[config.mk]
export PLATFORM = sky130hd
export DESIGN_NAME = multi_cycle_control
export DESIGN_NICKNAME = d
export VERILOG_FILES = /design/src/rtl/multi_cycle_control.sv
export SDC_FILE = /design/constraint.sdc
export NUM_CORES = 1
export LEC_CHECK = 0
export CORE_UTILIZATION = 47
export DETAILED_ROUTE_END_ITERATION = 6
export PLACE_DENSITY = 0.8
export SLEW_MARGIN = 30
export SYNTH_ARGS = -nofsm -noshare
export SYNTH_HDL_FRONTEND = slang
export SYNTH_SLANG_ARGS = --single-unit
[constraint.sdc]
create_clock -name clock -period 2.5 [get_ports clock]
set_input_delay 0.375 -clock clock [delete_from_list [all_inputs] [get_ports clock]]
set_output_delay 0.375 -clock clock [all_outputs]
set_load 0.02 [all_outputs]
[src/rtl/multi_cycle_control.sv]
// Main control FSM for a multi-cycle register/ALU/memory datapath.
// Controls decode from the registered state; FETCH and BRANCH also use MemReady/Zero.
module multi_cycle_control #(
    parameter int         COUNT_W  = 32,
    parameter logic [5:0] OP_RTYPE = 6'h00,
    parameter logic [5:0] OP_LW    = 6'h23,
    parameter logic [5:0] OP_SW    = 6'h2B,
    parameter logic [5:0] OP_BEQ   = 6'h04,
    parameter logic [5:0] OP_J     = 6'h02,
    parameter logic [5:0] OP_ADDI  = 6'h08
) (
    input  logic               clock,
    input  logic               reset_n,
    input  logic [5:0]         Op,
    input  logic               Zero,
    input  logic               MemReady,
    output logic               PCWrite,
    output logic               IorD,
    output logic               MemRead,
    output logic               MemWrite,
    output logic               MemToReg,
    output logic               IRWrite,
    output logic [1:0]         PCSource,
    output logic [1:0]         ALUOp,
    output logic               ALUSrcA,
    output logic [1:0]         ALUSrcB,
    output logic               RegWrite,
    output logic               RegDst,
    output logic [3:0]         State,
    output logic               Illegal,
    output logic [COUNT_W-1:0] InstrCount
);

    typedef enum logic [3:0] {
        S_FETCH     = 4'd0,
        S_DECODE    = 4'd1,
        S_MEM_ADDR  = 4'd2,
        S_MEM_RD    = 4'd3,
        S_MEM_WB    = 4'd4,
        S_MEM_WR    = 4'd5,
        S_EXEC      = 4'd6,
        S_R_WB      = 4'd7,
        S_BRANCH    = 4'd8,
        S_JUMP      = 4'd9,
        S_ADDI_EXEC = 4'd10,
        S_ADDI_WB   = 4'd11,
        S_HALT      = 4'd12
    } state_t;

    localparam logic [COUNT_W-1:0] COUNT_ONE = COUNT_W'(1);

    state_t             r_state;
    logic               r_illegal;
    logic [COUNT_W-1:0] r_count;

    // Retiring states bump the counter on the same edge that returns to FETCH.
    always_ff @(posedge clock or negedge reset_n) begin
        if (!reset_n) begin
            r_state   <= S_FETCH;
            r_illegal <= 1'b0;
            r_count   <= '0;
        end else begin
            case (r_state)
                S_FETCH: begin
                    if (MemReady) r_state <= S_DECODE;
                end
                S_DECODE: begin
                    if (Op == OP_LW || Op == OP_SW) r_state <= S_MEM_ADDR;
                    else if (Op == OP_RTYPE)        r_state <= S_EXEC;
                    else if (Op == OP_BEQ)          r_state <= S_BRANCH;
                    else if (Op == OP_J)            r_state <= S_JUMP;
                    else if (Op == OP_ADDI)         r_state <= S_ADDI_EXEC;
                    else begin
                        r_state   <= S_HALT;
                        r_illegal <= 1'b1;
                    end
                end
                S_MEM_ADDR: begin
                    r_state <= (Op == OP_LW) ? S_MEM_RD : S_MEM_WR;
                end
                S_MEM_RD: begin
                    if (MemReady) r_state <= S_MEM_WB;
                end
                S_MEM_WR: begin
                    if (MemReady) begin
                        r_state <= S_FETCH;
                        r_count <= r_count + COUNT_ONE;
                    end
                end
                S_EXEC:      r_state <= S_R_WB;
                S_ADDI_EXEC: r_state <= S_ADDI_WB;
                S_MEM_WB, S_R_WB, S_BRANCH, S_JUMP, S_ADDI_WB: begin
                    r_state <= S_FETCH;
                    r_count <= r_count + COUNT_ONE;
                end
                S_HALT:  r_state <= S_HALT;
                default: r_state <= S_FETCH;
            endcase
        end
    end

    always_comb begin
        PCWrite  = 1'b0;
        IorD     = 1'b0;
        MemRead  = 1'b0;
        MemWrite = 1'b0;
        MemToReg = 1'b0;
        IRWrite  = 1'b0;
        PCSource = 2'b00;
        ALUOp    = 2'b00;
        ALUSrcA  = 1'b0;
        ALUSrcB  = 2'b00;
        RegWrite = 1'b0;
        RegDst   = 1'b0;
        case (r_state)
            S_FETCH: begin
                MemRead = 1'b1;
                ALUSrcB = 2'b01;
                IRWrite = MemReady;
                PCWrite = MemReady;
            end
            S_DECODE: begin
                ALUSrcB = 2'b11;
            end
            S_MEM_ADDR, S_ADDI_EXEC: begin
                ALUSrcA = 1'b1;
                ALUSrcB = 2'b10;
            end
            S_MEM_RD: begin
                MemRead = 1'b1;
                IorD    = 1'b1;
            end
            S_MEM_WB: begin
                MemToReg = 1'b1;
                RegWrite = 1'b1;
            end
            S_MEM_WR: begin
                MemWrite = 1'b1;
                IorD     = 1'b1;
            end
            S_EXEC: begin
                ALUSrcA = 1'b1;
                ALUOp   = 2'b10;
            end
            S_R_WB: begin
                RegDst   = 1'b1;
                RegWrite = 1'b1;
            end
            S_BRANCH: begin
                ALUSrcA  = 1'b1;
                ALUOp    = 2'b01;
                PCSource = 2'b01;
                PCWrite  = Zero;
            end
            S_JUMP: begin
                PCSource = 2'b10;
                PCWrite  = 1'b1;
            end
            S_ADDI_WB: begin
                RegWrite = 1'b1;
            end
            default: begin
            end
        endcase
    end

    assign State      = r_state;
    assign Illegal    = r_illegal;
    assign InstrCount = r_count;

endmodule
==> results of run 1 <==
-- area by class of cell --
class | instances | area, um^2 | share of cell area, %
tap | 50 | 62.6 | 2.25
timing repair buffer | 65 | 638 | 23.0
clock buffer | 5 | 68.8 | 2.48
multi-input combinational | 165 | 1050 | 37.8
sequential | 37 | 930 | 33.5
clock inverter | 1 | 5.00 | 0.180
inverter | 6 | 22.5 | 0.812
-- cell families after synthesis --
family,count (synthesis),synth area share (%)
muxes,3,1.65
xor gates and xnor gates,34,14.9
AOI/OAI and AO/OA,22,7.25
DFF,37,45.1
adders and majority gates,1,0.609
and+or+nand+nor,105,26.6
buffers and inverters,15,3.96
-- path summary, 6_finish.rpt --
path                                from        endpoint  slack, ns  cells past startpoint
worst max register to register  State[1]  InstrCount[21]       0.48                      7
min in group clock               Illegal         Illegal       0.49                      1
worst min-delay path             reset_n  InstrCount[20]       0.17                      1
max in group asynchronous        reset_n        State[3]       1.76                      1
worst max-delay path            State[3]        RegWrite       0.12                      5
worst min register to register   Illegal         Illegal       0.49                      1
-- metal layers --
layer	wire, um	vias to the layer above	global-route usage (%)	part of all wire [%]
met5	0	-	0	0
li1	-	873	-	-
met4	22	0	4.69	0.49
met2	2160	54	32.1	48
met1	2110	834	29.3	47
met3	220	2	5.67	4.9
-- power breakdown --
| group | leakage, uW | internal [uW] | switching [uW] | total [uW] |
|---|---|---|---|---|
| Sequential | 0.000474 | 674 | 147 | 821 |
| Clock | 0.0000399 | 183 | 189 | 372 |
| Combinational | 0.000672 | 462 | 497 | 960 |
| Total | 0.00119 | 1320 | 833 | 2150 |
-- per-stage QoR --
stage | cell area (um^2) | setup WS, ns
5_1_grt | 2780 | 0.0223
3_5_place_dp | 2690 | 0.178
6_report | 2780 | 0.121
2_1_floorplan | 2050 | 0.391
4_1_cts | 2770 | 0.00129
3_3_place_gp | 2690 | 0.222
-- repair_timing --
item / CTS / global route
resized for setup: 1 / 4
endpoints found under the hold margin: 0 / 0
endpoints found under the setup margin: 2 / 4
gates cloned: 0 / 0
-- synth_stat cells, drive strengths merged --
master	number	share of area [%]
a211oi	1	0.37
xor2	14	6.0
and3	3	0.91
nor3	15	3.9
or2	3	0.91
nand4	9	2.7
o21ai	3	0.91
o21bai	1	0.37
or3	4	1.5
inv	6	1.1
mux2	3	1.6
nand3	16	4.4
nand2	20	3.8
nor4	2	0.61
o31a	1	0.43
a22oi	1	0.37
xnor2	20	8.9
nand2b	2	0.98
a21o	1	0.37
o32ai	2	0.85
a21boi	1	0.37
ha	1	0.61
or2b	2	0.85
dfrtp	37	45
nor2	25	4.6
o22ai	3	0.91
clkbuf	3	0.55
and4	2	0.85
buf	6	2.3
nor2b	1	0.30
and2	1	0.30
o311ai	2	0.85
a21oi	6	1.5
-- sequential cells by signal (all words and copies together), names as in the netlist --
register,count
State,4
InstrCount,32
Illegal,1
-- worst max-delay path: cells and delay by family, from the launching register on --
kind | cells | cell delay (ns)
buf+inv | 2 | 0.74
flops | 1 | 0.49
simple gates | 3 | 0.50
==> metrics.md, run 1 <==
| Metric | Value |
|---|---|
| Root Driver | `clkbuf_8` |
| Largest net degree at the start of global routing | `38` |
| Setup TNS | `0 ns` |
| Longest Clk Path Bufs | `2` |
| CTS tree | `yes` |
| RSZ-0062 raised after global routing | `false` |
| Flip-flop and latch count after synthesis | `37` |
| Core Region | `0.00409 mm^2` |
| Least-Margin Pin Slew | `0.801 ns` |
| Minimum clock period | `2.38 ns` |
| Vias per cell | `5.36` |
| Setup-failing EPs final | `0` |
| Clock Sinks | `37` |
| Layout Cells excl Fill | `329` |
| Wire length per cell | `13.7 um` |
| Max Cap Violations | `0` |
| CTS Buf Count | `5` |
| Via count | `1763` |
| Fmax | `0.420 GHz` |
| Synthesized Nets | `228` |
| Gpl congestion | `0.809` |
| Detailed placement HPWL | `3.37 mm` |
| Fillers | `343` |
| Startpoint types | `flip-flop` |
| Cell row count | `23` |
| Final Cycle Share | `95.1%` |
| Critical-path top delay cell | `clkdlybuf4s50_1` |
| Port Buf Inserts | `61` |
| Post-synthesis cell type count | `42` |
| Syn_area_per_cell | `9.46 um^2` |
| Die Wd | `68.1 um` |
| Gr usage total | `20.9%` |
| Synth Cell Area | `0.00205 mm^2` |
| Congestion Overflow GR | `0` |
| Post-Place Cells | `323` |
| Worst Path Max Fanout | `12` |
| # hold bufs at CTS | `0` |
| Crit path DAT | `2.00 ns` |
| Peak VDD IR | `508 uV` |
| Most frequent cells in the layout | `clkdlybuf4s50_1 (59), dfrtp_1 (34), nor2_1 (24)` |
| PwrDens | `776 mW/mm^2` |
| DRC viols | `0` |
| Synthesized instance count | `217` |
| Final slew viol count | `0` |
| Final Util | `67.9%` |
| Die Height | `68.1 um` |
| CP endpoint kind | `output port` |
| Yosys Warn Count | `0` |
| Initial antenna violation count | `0` |
| Share of cells above drive strength 1 | `11.1%` |
| Crit path kind | `flip-flop to output port` |
| IO Pins | `62` |
| Total power | `2150 uW` |
| Layout area overhead | `35.2%` |
| Hold crit path type | `primary input to async pin` |
| Iteration-0 DRC Markers | `128` |
| Global-route wire length before repair | `7.18 mm` |
| Post-CTS Setup Bufs | `0` |
| Register area share after synthesis | `45.1%` |
| Status | `finished clean` |
| Final hold violations | `0` |
| Worst skew pair latency | `0.29 ns` |
| LEAKAGE | `0.00119 uW` |
| Final net count | `291` |
| Clock slew at reported path FFs | `0.07 ns` |
| Clock skew | `0.00563 ns` |
| Req. time, crit path | `2.12 ns` |
| Antenna-violating nets left | `0` |
| Die area | `0.00464 mm^2` |
| Max H-tree Level | `2` |
| CP Cell Sequence | `inv_1 > nand2_1 > nor3_1 > or2_2 > clkdlybuf4s50_1` |
| Most common cell after layout, fill and taps aside | `clkdlybuf4s50_1` |
| Starting Density | `50.2%` |
| CP peak stage delay | `0.59 ns` |
| DRT Pass-1 Iters | `4` |
| Max_slew headroom | `46.6%` |
| Routed WL | `4.51 mm` |
| Worst Hold Margin | `0.170 ns` |
| Antenna diode count | `0` |
| Vias in the first global route | `1577` |
(Power assumes the default switching activity.)
==> run 2: changes to the inputs <==
--- a/config.mk
+++ b/config.mk
@@ -7,6 +7,7 @@
 export LEC_CHECK = 0
 export CORE_UTILIZATION = 47
 export DETAILED_ROUTE_END_ITERATION = 6
+export GPL_TIMING_DRIVEN = 0
 export PLACE_DENSITY = 0.8
 export SLEW_MARGIN = 30
 export SYNTH_ARGS = -nofsm -noshare
==> metrics.md, run 2 (synthesis gave the netlist of run 1 again) <==
| Metric | Value |
|---|---|
| Status | `finished clean` |
| Crit path buffers/inverters | `3` |
| Final hold violations | `0` |
| Antenna-violating nets left | `0` |
| Largest net degree at the start of global routing | `26` |
| Final Cycle Share | `95.3%` |
| Startpoint types | `flip-flop` |
| Fmax | `0.420 GHz` |
| Max H-tree Level | `2` |
| Setup TNS | `0 ns` |
| CP peak stage delay | `0.59 ns` |
| Minimum clock period | `2.38 ns` |
| Final slew viol count | `0` |
| Iteration-0 DRC Markers | `91` |
| Root Driver | `clkbuf_8` |
| Vias per cell | `5.35` |
| Critical-path top delay cell | `clkdlybuf4s50_1` |
| Detailed placement HPWL | `3.48 mm` |
| Max Cap Violations | `0` |
| Gpl congestion | `0.884` |
| Layout area overhead | `39.6%` |
| Die Height | `68.1 um` |
| Least-Margin Pin Slew | `0.536 ns` |
| Global-route wire length before repair | `7.69 mm` |
| Max_slew headroom | `63.8%` |
| Wire length per cell | `14.0 um` |
| Die Wd | `68.1 um` |
| Most frequent cells in the layout | `clkdlybuf4s50_1 (58), dfrtp_1 (37), nor2_1 (24)` |
| Worst Path Max Fanout | `10` |
| Req. time, crit path | `2.12 ns` |
| Starting Density | `50.2%` |
| RSZ-0062 raised after global routing | `false` |
| Worst skew pair latency | `0.28 ns` |
| Hold crit path type | `flip-flop to flip-flop` |
| Congestion Overflow GR | `0` |
| Via count | `1802` |
| Antenna diode count | `0` |
| Final Util | `70.1%` |
| CP delay by family, top | `buffers and inverters` |
| Share of cells above drive strength 1 | `12.5%` |
| Die area | `0.00464 mm^2` |
| CP Cell Sequence | `buf_2 > nand2b_1 > nor3_2 > buf_4 > clkdlybuf4s50_1` |
| Setup-failing EPs final | `0` |
| Longest Clk Path Bufs | `2` |
| CTS tree | `yes` |
| Top layer in use | `met4` |
| Crit path kind | `flip-flop to output port` |
| Met3 routed WL | `182 um` |
| Clock Sinks | `37` |
| DRT Pass-1 Iters | `4` |
| Port Buf Inserts | `61` |
| Cell row count | `23` |
| Initial antenna violation count | `0` |
| LEAKAGE | `0.00126 uW` |
| Vias in the first global route | `1647` |
| IO Pins | `62` |
| DR WL met2 | `2.28 mm` |
| Clock skew | `0.00326 ns` |
| DRC viols | `0` |
| Final net count | `298` |
| PwrDens | `791 mW/mm^2` |
| Crit path DAT | `2.01 ns` |
| CP endpoint kind | `output port` |
| Number of flip-flops in the largest register | `32` |
| Core Region | `0.00409 mm^2` |
| Gr usage total | `22.2%` |
| Most common cell after layout, fill and taps aside | `clkdlybuf4s50_1` |
| Peak VDD IR | `765 uV` |
| WL met1 | `2.16 mm` |
| Routed WL | `4.71 mm` |
| Clock slew at reported path FFs | `0.06 ns` |
| CTS Buf Count | `5` |
run 2: final cells by class:
type	count	area, um^2
buffer	9	65.1
clock buffer	7	86.3
fill	351	1220
inverter	6	22.5
multi-input combinational	165	1060
sequential	37	926
tap	50	62.6
timing repair buffer	63	641
run 2: layer usage:
metal | up-vias | global-route usage (%)
li1 | 891 | -
met4 | 0 | 9.64
met5 | - | 0
met1 | 857 | 29.1
met2 | 45 | 36.0
met3 | 9 | 3.50
run 2: through the flow:
| step | total power (uW) | worst slack, ns | cells | hold slack, ns | instance area, um^2 |
|---|---|---|---|---|---|
| after floorplan | 1380 | 0.391 | 217 | 0.0794 | 2050 |
| after global placement | 1800 | 0.122 | 328 | 0.456 | 2730 |
| after detailed placement | 1830 | 0.111 | 329 | 0.279 | 2740 |
| after CTS | 2260 | 0.0217 | 337 | 0.470 | 2840 |
| after global routing | 2390 | 0.00435 | 337 | 0.495 | 2870 |
| final | 2270 | 0.117 | 337 | 0.467 | 2870 |
run 2: worst paths after layout:
path	from	to	slack [ns]	cells past startpoint
min reg2reg	InstrCount[31]	InstrCount[31]	0.47	1
min in group asynchronous	reset_n	InstrCount[17]	0.51	2
min	InstrCount[31]	InstrCount[31]	0.47	1
max reg2reg	State[3]	InstrCount[17]	0.49	7
max in group asynchronous	reset_n	State[3]	1.57	3
max	State[2]	PCSource[0]	0.12	5
run 2: repair_timing:
item / in CTS / in global routing
hold buffers: 1 / 0
buffers inserted: 0 / 0
setup endpoints to repair: 5 / 4
endpoints found under the hold margin: 12 / 0
gates resized for setup: 3 / 9
run 2: report_power, final:
part           internal (uW)  leakage (uW)  switching [uW]
logic                    500      0.000736             608
clock network            218     0.0000443             192
registers                671      0.000479            78.7
==> run 3: changes to the inputs <==
--- a/config.mk
+++ b/config.mk
@@ -5,10 +5,11 @@
 export SDC_FILE = /design/constraint.sdc
 export NUM_CORES = 1
 export LEC_CHECK = 0
-export CORE_UTILIZATION = 47
+export ABC_AREA = 1
+export CORE_UTILIZATION = 50
 export DETAILED_ROUTE_END_ITERATION = 6
 export GPL_TIMING_DRIVEN = 0
-export PLACE_DENSITY = 0.8
+export PLACE_DENSITY = 0.81
 export SLEW_MARGIN = 30
 export SYNTH_ARGS = -nofsm -noshare
 export SYNTH_HDL_FRONTEND = slang
==> metrics.md, run 3 <==
| Metric | Value |
|---|---|
| Status | `finished clean` |
| Worst hold start | `Illegal` |
| Die area | `0.00540 mm^2` |
| GRT Max-Usage Layer | `met2` |
| Detailed placement HPWL | `5.31 mm` |
| P_int | `1320 uW` |
| Longest Clk Path Bufs | `2` |
| Worst Path Max Fanout | `8` |
| Met3 Usage GRT | `4.39%` |
| Clock power frac | `16.5%` |
| Core Region | `0.00482 mm^2` |
| Antenna-violating nets left | `0` |
| Met2 GRT Util | `43.0%` |
| Share of cells above drive strength 1 | `7.45%` |
| DRC viols | `0` |
| Finished layout cell area | `0.00335 mm^2` |
| Total power | `2330 uW` |
| Layout area overhead | `31.1%` |
| Setup TNS | `0 ns` |
| Largest net degree at the start of global routing | `28` |
| LEAKAGE | `0.00150 uW` |
| Yosys Warn Count | `0` |
| Most frequent cells in the layout | `nand2_1 (153), nor2_1 (72), clkdlybuf4s50_1 (60)` |
| RSZ-0062 raised after global routing | `false` |
| Switching part of the total | `43.1%` |
| Hold Path End | `Illegal` |
| Minimum clock period | `2.36 ns` |
| DRT Pass-1 Iters | `4` |
| Clock slew at reported path FFs | `0.07 ns` |
| EDFF count, synth | `0` |
| Gpl congestion | `0.931` |
| Seq pwr share | `33.5%` |
| CTS Buf Count | `5` |
| CP peak stage delay | `0.62 ns` |
| Clock skew | `0.00844 ns` |
| Global-route wire length before repair | `11.1 mm` |
| Crit path DAT | `1.98 ns` |
| Final hold violations | `0` |
| Critical-path top delay cell | `clkdlybuf4s50_1` |
| Root Driver | `clkbuf_8` |
| Iteration-0 DRC Markers | `146` |
| Via count | `2719` |
| Worst reg2reg startpoint | `State[1]` |
| Max Cap Violations | `0` |
| Number of flip-flops in the largest register | `32` |
| IO Pins | `62` |
| Setup-failing EPs final | `0` |
| CP endpoint kind | `output port` |
| Worst skew pair latency | `0.29 ns` |
| Die Wd | `73.5 um` |
| PwrDens | `694 mW/mm^2` |
| Fmax | `0.424 GHz` |
| Top cell type by total area after synthesis | `dfrtp_1` |
| Port Buf Inserts | `61` |
| Ys async rst share | `100%` |
| Post-CTS Setup Bufs | `0` |
| Synthesized instance count | `401` |
| Synth Cell Area | `0.00255 mm^2` |
| CTS tree | `yes` |
| Startpoint types | `flip-flop` |
| Most frequent cells after synthesis | `nand2_1 (153), nor2_1 (73), inv_1 (39)` |
| Reg2Reg Depth | `9` |
| CP delay by family, top | `buffers and inverters` |
| Synthesized Nets | `412` |
| Comb pwr share | `50.0%` |
| Max H-tree Level | `2` |
| Max_slew headroom | `69.8%` |
| Flop2flop setup slack | `0.86 ns` |
| Gr usage total | `26.7%` |
| Die Height | `73.5 um` |
| End of the worst register-to-register path | `InstrCount[2]` |
| CP Cell Sequence | `buf_2 > nor2_2 > nand3_1 > inv_1 > a21oi_1 > o21ai_0 > clkdlybuf4s50_1` |
| Final net count | `482` |
| Most common cell in the netlist | `nand2_1` |
| Initial antenna violation count | `0` |
| Post-DP Area | `0.00326 mm^2` |
| Routed WL | `6.64 mm` |
| Least-Margin Pin Slew | `0.451 ns` |
| Wire length per cell | `12.4 um` |
| Net Sw Power | `1000 uW` |
| Clock Sinks | `37` |
| Congestion Overflow GR | `0` |
| Final Cycle Share | `94.2%` |
| Vias in the first global route | `2407` |
| Hold crit path type | `flip-flop to flip-flop` |
| Vias per cell | `5.06` |
| Req. time, crit path | `2.12 ns` |
| Syn_area_per_cell | `6.37 um^2` |
| Register area share after synthesis | `36.2%` |
| Cell row count | `25` |
| Crit path buffers/inverters | `3` |
| Post-synthesis cell type count | `30` |
| Ys flop type | `dfrtp_1` |
| M1 GR Usage | `36.7%` |
| Flip-flop and latch count after synthesis | `37` |
| Final slew viol count | `0` |
| Hold Path Cell Cnt | `1` |
| Peak VDD IR | `554 uV` |
| Top-area cell type share of the netlist area | `36.2%` |
| Starting Density | `53.0%` |
| Most common cell after layout, fill and taps aside | `nand2_1` |
| Crit path kind | `flip-flop to output port` |
| Area contributors post-synth | `dfrtp_1 (36%), nand2_1 (22%), nor2_1 (11%), nand3_1 (6.7%), inv_1 (5.7%)` |
| Antenna diode count | `0` |
[run 3: changes by cell type in the layout (fill, tap and decap cells not counted), sizes merged, moves of 4 or more]
| cell | before | now |
|---|---|---|
| inv | 6 | 44 |
| nor3 | 15 | 3 |
| xnor2 | 20 | 2 |
| nand3 | 16 | 34 |
| or3 | 4 | 0 |
| nand3b | 0 | 7 |
| a21oi | 6 | 1 |
| xor2 | 14 | 8 |
| clkbuf | 10 | 5 |
| nor2 | 25 | 83 |
| nand2 | 20 | 159 |
[run 3: power by group through the flow]
stage | sequential [uW] | combinational, uW | clock, uW
global placement | 787 | 1140 | 0
finish | 779 | 1160 | 384
floorplan | 852 | 633 | 0
global route | 794 | 1260 | 413
detailed placement | 787 | 1160 | 0
CTS | 778 | 1170 | 394
[run 3: repair_timing]
action	in CTS	in global routing
resized for setup	0	1
hold buffers	1	0
endpoints found under the setup margin	0	2
hold endpoints to repair	10	0
[run 3: layer usage]
layer,routed length (um),share of wire [%]
met2,3080,46
met4,85,1.3
met1,3100,47
met5,0,0
met3,369,5.6
[run 3: worst max-delay path by stage]
stage / startpoint / endpoint / slack, ns / depth (start not counted)
2_1_floorplan: State[1] / PCWrite / 0.70 / 6
3_3_place_gp: reset_n / InstrCount[0] / 0.18 / 1
3_5_place_dp: State[1] / PCWrite / 0.36 / 7
4_1_cts: State[1] / PCWrite / 0.04 / 7
5_1_grt: State[1] / PCWrite / 0.03 / 7
6_report: State[1] / PCWrite / 0.14 / 7
[run 3: area by class of cell]
type	instances	area (um^2)
timing repair buffer	63	636
tap	67	83.8
clock inverter	1	5.00
fill	457	1470
clock buffer	5	68.8
inverter	44	168
multi-input combinational	316	1430
sequential	37	926
buffer	4	35.0
[run 3: stage by stage]
stage	setup slack, ns	hold slack, ns	instances	utilization, %
3_3_place_gp	0.181	0.464	529	67.5
6_report	0.144	0.474	537	69.6
4_1_cts	0.0436	0.484	537	69.5
2_1_floorplan	0.700	0.0794	401	-
3_5_place_dp	0.362	0.256	530	67.8
5_1_grt	0.0294	0.497	537	69.6
[run 3: cells by family (layout without fill, tap and decap cells)]
kind of cell | Yosys count | after routing | share of synthesized area (%)
and+or+nand+nor | 294 | 294 | 49.2
xor gates and xnor gates | 10 | 10 | 3.72
buffers and inverters | 48 | 117 | 7.93
AOI/OAI and AO/OA | 11 | 11 | 2.45
adders and majority gates | 1 | 1 | 0.490
DFF | 37 | 37 | 36.2
